===== config.mk =====
export PLATFORM = sky130hd
export DESIGN_NAME = naive_intt_seq
export DESIGN_NICKNAME = d
export VERILOG_FILES = /design/src/rtl/naive_ntt_pkg.sv /design/src/rtl/mod_mulmod.sv /design/src/rtl/naive_intt_seq.sv
export SDC_FILE = /design/constraint.sdc
export NUM_CORES = 2
export LEC_CHECK = 0
export ABC_AREA = 1
export CAP_MARGIN = 20
export CORE_ASPECT_RATIO = 1.4
export CORE_MARGIN = 3
export CORE_UTILIZATION = 60
export CTS_BUF_LIST = sky130_fd_sc_hd__clkbuf_8
export DETAILED_ROUTE_END_ITERATION = 8
export PLACE_DENSITY = 0.77
export SLEW_MARGIN = 0
export SYNTH_ARGS = -nofsm -noshare
export SYNTH_HDL_FRONTEND = slang
export SYNTH_SLANG_ARGS = --single-unit

===== constraint.sdc =====
create_clock -name clk -period 45.6 [get_ports clk]
set_input_delay 6.84 -clock clk [delete_from_list [all_inputs] [get_ports clk]]
set_output_delay 6.84 -clock clk [all_outputs]
set_load 0.005 [all_outputs]

===== src/rtl/naive_ntt_pkg.sv =====
// rtl/naive_ntt_pkg.sv - shared sizes, state encoding and vector helpers for the naive NTT pair
package naive_ntt_pkg;

  localparam int N    = 8;
  localparam int W    = 8;
  localparam int IDXW = $clog2(N);

  localparam logic [IDXW-1:0] IDX_LAST = IDXW'(N - 1);

  typedef logic [W-1:0]   coef_t;
  typedef logic [N*W-1:0] vec_t;

  typedef enum logic [1:0] {
    IDLE,
    COMPUTE,
    SCALE,
    DONE
  } state_e;

  function automatic coef_t get_coef(input vec_t v, input logic [IDXW-1:0] idx);
    return v[idx*W +: W];
  endfunction

  function automatic vec_t set_coef(input vec_t v, input logic [IDXW-1:0] idx, input coef_t c);
    vec_t r;
    r = v;
    r[idx*W +: W] = c;
    return r;
  endfunction

  // q == 0 has no residues; map everything to 0 so the datapath stays defined
  function automatic coef_t mod_reduce(input coef_t x, input coef_t q);
    return (q == '0) ? '0 : coef_t'(x % q);
  endfunction

endpackage


===== src/rtl/mod_mulmod.sv =====
// rtl/mod_mulmod.sv - combinational a*b mod q with a full 2W-bit product
module mod_mulmod
  import naive_ntt_pkg::*;
(
  input  logic [W-1:0] a_i,
  input  logic [W-1:0] b_i,
  input  logic [W-1:0] q_i,
  output logic [W-1:0] r_o
);

  logic [2*W-1:0] prod;
  logic [2*W-1:0] rem;

  assign prod = a_i * b_i;

  always_comb begin
    rem = '0;
    if (q_i != '0) begin
      rem = prod % {{W{1'b0}}, q_i};
    end
  end

  assign r_o = rem[W-1:0];

endmodule


===== src/rtl/naive_intt_seq.sv =====
// rtl/naive_intt_seq.sv - sequential 8-point inverse NTT, one multiply-accumulate per cycle
module naive_intt_seq
  import naive_ntt_pkg::*;
(
  input  logic           clk,
  input  logic           rst_n,
  input  logic           in_valid,
  output logic           in_ready,
  input  logic [N*W-1:0] data_in,
  input  logic [W-1:0]   omega_inv,
  input  logic [W-1:0]   n_inv,
  input  logic [W-1:0]   mod,
  output logic           out_valid,
  input  logic           out_ready,
  output logic [N*W-1:0] data_out,
  output logic           busy
);

  state_e          state_q, state_d;
  coef_t           x_in_q [N];
  coef_t           x_in_d [N];
  coef_t           acc_q, acc_d;
  coef_t           tw_q, tw_d;
  coef_t           step_q, step_d;
  coef_t           oinv_q, oinv_d;
  coef_t           ninv_q, ninv_d;
  coef_t           q_q, q_d;
  logic [IDXW-1:0] i_q, i_d;
  logic [IDXW-1:0] j_q, j_d;
  vec_t            res_q, res_d;

  coef_t     prod_xt, prod_sh, prod_sc;
  coef_t     sh_a, sh_b;
  coef_t     one_q, one_in;
  logic [W:0] sum;

  mod_mulmod u_mul_xt (.a_i(x_in_q[j_q]), .b_i(tw_q), .q_i(q_q), .r_o(prod_xt));

  // one multiplier advances the twiddle in COMPUTE and the row step in SCALE
  assign sh_a = (state_q == SCALE) ? step_q : tw_q;
  assign sh_b = (state_q == SCALE) ? oinv_q : step_q;
  mod_mulmod u_mul_sh (.a_i(sh_a), .b_i(sh_b), .q_i(q_q), .r_o(prod_sh));

  mod_mulmod u_mul_sc (.a_i(acc_q), .b_i(ninv_q), .q_i(q_q), .r_o(prod_sc));

  assign sum    = {1'b0, acc_q} + {1'b0, prod_xt};
  assign one_q  = (q_q >= coef_t'(2)) ? coef_t'(1) : '0;
  assign one_in = (mod >= coef_t'(2)) ? coef_t'(1) : '0;

  always_comb begin
    state_d = state_q;
    x_in_d  = x_in_q;
    acc_d   = acc_q;
    tw_d    = tw_q;
    step_d  = step_q;
    oinv_d  = oinv_q;
    ninv_d  = ninv_q;
    q_d     = q_q;
    i_d     = i_q;
    j_d     = j_q;
    res_d   = res_q;
    case (state_q)
      IDLE: begin
        if (in_valid) begin
          for (int k = 0; k < N; k++) begin
            x_in_d[k] = mod_reduce(get_coef(data_in, IDXW'(k)), mod);
          end
          oinv_d  = mod_reduce(omega_inv, mod);
          ninv_d  = mod_reduce(n_inv, mod);
          q_d     = mod;
          i_d     = '0;
          j_d     = '0;
          acc_d   = '0;
          tw_d    = one_in;
          step_d  = one_in;
          state_d = COMPUTE;
        end
      end
      COMPUTE: begin
        acc_d = (sum >= {1'b0, q_q}) ? coef_t'(sum - {1'b0, q_q}) : coef_t'(sum);
        tw_d  = prod_sh;
        j_d   = j_q + 1'b1;
        if (j_q == IDX_LAST) begin
          state_d = SCALE;
        end
      end
      SCALE: begin
        res_d   = set_coef(res_q, i_q, prod_sc);
        step_d  = prod_sh;
        acc_d   = '0;
        tw_d    = one_q;
        j_d     = '0;
        i_d     = i_q + 1'b1;
        state_d = (i_q == IDX_LAST) ? DONE : COMPUTE;
      end
      DONE: begin
        if (out_ready) begin
          state_d = IDLE;
        end
      end
      default: state_d = IDLE;
    endcase
  end

  always_ff @(posedge clk or negedge rst_n) begin
    if (!rst_n) begin
      state_q <= IDLE;
      for (int k = 0; k < N; k++) begin
        x_in_q[k] <= '0;
      end
      acc_q  <= '0;
      tw_q   <= '0;
      step_q <= '0;
      oinv_q <= '0;
      ninv_q <= '0;
      q_q    <= '0;
      i_q    <= '0;
      j_q    <= '0;
      res_q  <= '0;
    end else begin
      state_q <= state_d;
      x_in_q  <= x_in_d;
      acc_q   <= acc_d;
      tw_q    <= tw_d;
      step_q  <= step_d;
      oinv_q  <= oinv_d;
      ninv_q  <= ninv_d;
      q_q     <= q_d;
      i_q     <= i_d;
      j_q     <= j_d;
      res_q   <= res_d;
    end
  end

  // gated by rst_n so the block never advertises ready while held in reset
  assign in_ready  = (state_q == IDLE) && rst_n;
  assign out_valid = (state_q == DONE);
  assign busy      = (state_q == COMPUTE) || (state_q == SCALE);
  assign data_out  = res_q;

endmodule


==> run summary <==
Status = finished clean
Root Buffer = clkbuf_8
Commonest non-fill, non-tap cell in the layout = nand2_1
Die area = 81800 um2
EDFF count, synth = 0
Register area share after synthesis = 9.79%
Final TNS setup = 0 ns
Post-route minimum period = 39.54 ns
Remaining antenna violation count = 0
CTS H-tree depth = 4
P&R area growth vs syn = 6.29%
Cts bufs inserted = 17
Final setup fails = 0
Tightest Hold Check Type = register to register
Syn Inst Count = 7120
Nets@finish = 8214
Mean post-synth cell area = 6.61 um2
R2R Setup Slk = 6.06 ns
Worst slew margin = 29.1%
Final WL = 129000 um
Tcrit/Tclk final = 86.7%
Min-delay src = oinv_q[3]$_DFFE_PN0P_
Largest family of logic cells by synthesized area = adder cells
CP Capture Type = register
Max Buffers Root-to-Sink = 2
Reg2Reg Depth = 244
Largest net degree at the start of global routing = 80
CP required = 46.01 ns
Max Freq = 0.0253 GHz
Multiplexer area fraction after synthesis = 0.192%
1st-pass router iterations = 7
Xor-xnor portion of the synthesized cell area = 7.78%
Post-CTS setup buffers = 0
GRT Total Usage = 30.8%
Area contributors post-synth = ha_1 22%, nand2_1 13%, dfrtp_1 9.8%
Post-synth top area cell = ha_1
Via/cell ratio = 5.58
Clock slew at reported path FFs = 0.11 ns
Post-synth top area share = 21.7%
Synth Cell Area = 47000 um2
R2R Path Start = j_q[1]$_DFFE_PN0P_
Most frequent cells in the layout = 1566 x nand2_1, 1005 x inv_1, 814 x ha_1
DP Wirelength = 105000 um
TritonCTS clock tree = yes
Asr flop ratio synth = 100%
Hold path endpoint = oinv_q[3]$_DFFE_PN0P_
Initial antenna violation count = 1
Routability congestion estimate = 0.956
Core Area = 77000 um2
GRT Residual Overflow = 0
First-pass GRT wire length = 210000 um
Die width = 243 um
Cell variety after synth = 73
Post-route DRC = 0
DP Area = 49600 um2
Vias in the first global route = 44200
Final hold violations = 0
Synth Flop Type = dfrtp_1
Die Span Y = 337 um
CTS sink count = 184
RR Endpoint = acc_q[7]$_DFFE_PN0P_
Max Fanout on Critical Path = 18
Fraction of the mapped netlist area in adder cells = 26.9%
Max Cap Viol = 0
Slew @ Worst Pin = 1.05 ns
Worst setup SP type = register
CTS-repair resized insts = 0
PortBufs = 158
Row cnt = 120
Synth Area in Simple Gates = 26.4%
Max incr delay on CP = 0.68 ns
Most common cell on crit path = nand2_1
Vias = 46000
Unrepaired setup endpoints after global routing = false
Drt wl/cell = 15.6 um
Initial Util = 61.1%
Clk_lat worst skew = 0.53 ns
YS warnings = 0
Worst Hold Depth = 2
Yosys reg bits = 184
Hold_buf cts = 0
CP max-delay cell = dfrtp_1
Final instance area = 50000 um2
Net count after synthesis = 8149
Slew Limit Fails = 0
I/O pin cnt = 159
Layout cells sized above 1 = 6.24%
Starting DRC count in detailed routing = 2288
Clock Skews = 0.0325 ns
Setup CP Type = register to register
Compound-Gate Fraction of Synth Area = 18.6%
Worst Path Arrival = 39.95 ns
==> metrics by stage <==
stage,setup slack (ns),hold slack [ns],util (%),instances
floorplan,10.72,0.444,-,7120
global placement,7.97,0.465,64.3,8197
detailed placement,6.55,0.470,64.3,8197
CTS,6.46,0.492,64.8,8229
global route,1.90,0.520,64.9,8236
finish,6.06,0.494,64.9,8236
==> registers in the layout, indices dropped and copies added (netlist names) <==
signal / count
data_out: 64
acc_q: 8
tw_q: 8
state_q: 2
ninv_q: 8
q_q: 8
step_q: 8
j_q: 3
i_q: 3
oinv_q: 8
x_in_q: 64
==> critical path, delay by kind of cell, from the launching register on <==
family	cells	cell delay, ns
flip-flops	1	0.68
AO/OA/AOI/OAI	90	15.81
buffers and inverters	41	4.64
XOR/XNOR	1	0.14
adder cells (fa/ha/maj)	23	7.75
AND/OR/NAND/NOR	89	10.45
==> metal layers <==
layer  vias to the layer above  global-route usage [%]  routed length (um)
met5                         -                       0                   0
met4                         0                    17.5                8320
met3                       351                    1.88                4200
met2                       983                    58.8               65100
met1                     21100                    33.9               51000
li1                      23500                       -                   -
==> final cells by class <==
| cell class | count | area (um2) |
|---|---|---|
| inverter | 1087 | 4090 |
| sequential | 184 | 4600 |
| clock inverter | 13 | 134 |
| antenna | 1 | 2.50 |
| clock buffer | 19 | 262 |
| fill | 7216 | 27000 |
| tap | 1037 | 1300 |
| multi-input combinational | 5685 | 37600 |
| timing repair buffer | 210 | 1990 |
==> logic make-up after synthesis <==
kind of cell	count (synthesis)
flops	184
buf+inv	1251
xor+xnor	418
mux	9
simple gates	2800
fa+ha+maj	937
compound gates	1521
==> how the worst max path moves through the flow <==
| stage | startpoint | endpoint | slack, ns | depth (start not counted) |
|---|---|---|---|---|
| after detailed placement | j_q[1]$_DFFE_PN0P_ | acc_q[7]$_DFFE_PN0P_ | 6.55 | 244 |
| after CTS | j_q[1]$_DFFE_PN0P_ | acc_q[7]$_DFFE_PN0P_ | 6.46 | 244 |
| final | j_q[1]$_DFFE_PN0P_ | acc_q[7]$_DFFE_PN0P_ | 6.06 | 244 |
| after floorplan | j_q[0]$_DFFE_PN0P_ | acc_q[7]$_DFFE_PN0P_ | 10.72 | 253 |
| after global routing | j_q[1]$_DFFE_PN0P_ | acc_q[7]$_DFFE_PN0P_ | 1.90 | 244 |
| after global placement | j_q[1]$_DFFE_PN0P_ | acc_q[7]$_DFFE_PN0P_ | 7.97 | 243 |
==> cells in the mapped netlist, drive strengths merged, types with 36 or more instances <==
| master | n |
|---|---|
| clkbuf | 141 |
| nand2 | 1647 |
| nor2 | 531 |
| ha | 814 |
| o21bai | 99 |
| a21oi | 429 |
| o22ai | 36 |
| xor2 | 222 |
| xnor2 | 196 |
| inv | 1060 |
| a21o | 134 |
| fa | 123 |
| nand3 | 356 |
| dfrtp | 184 |
| o21ai | 700 |
| nand4 | 50 |
| nor3 | 65 |
| o31ai | 45 |
| or2 | 99 |
Power is left out: the tool's default activity adds up to more than one toggle a clock period on the data nets, which glitch-free logic cannot reach.
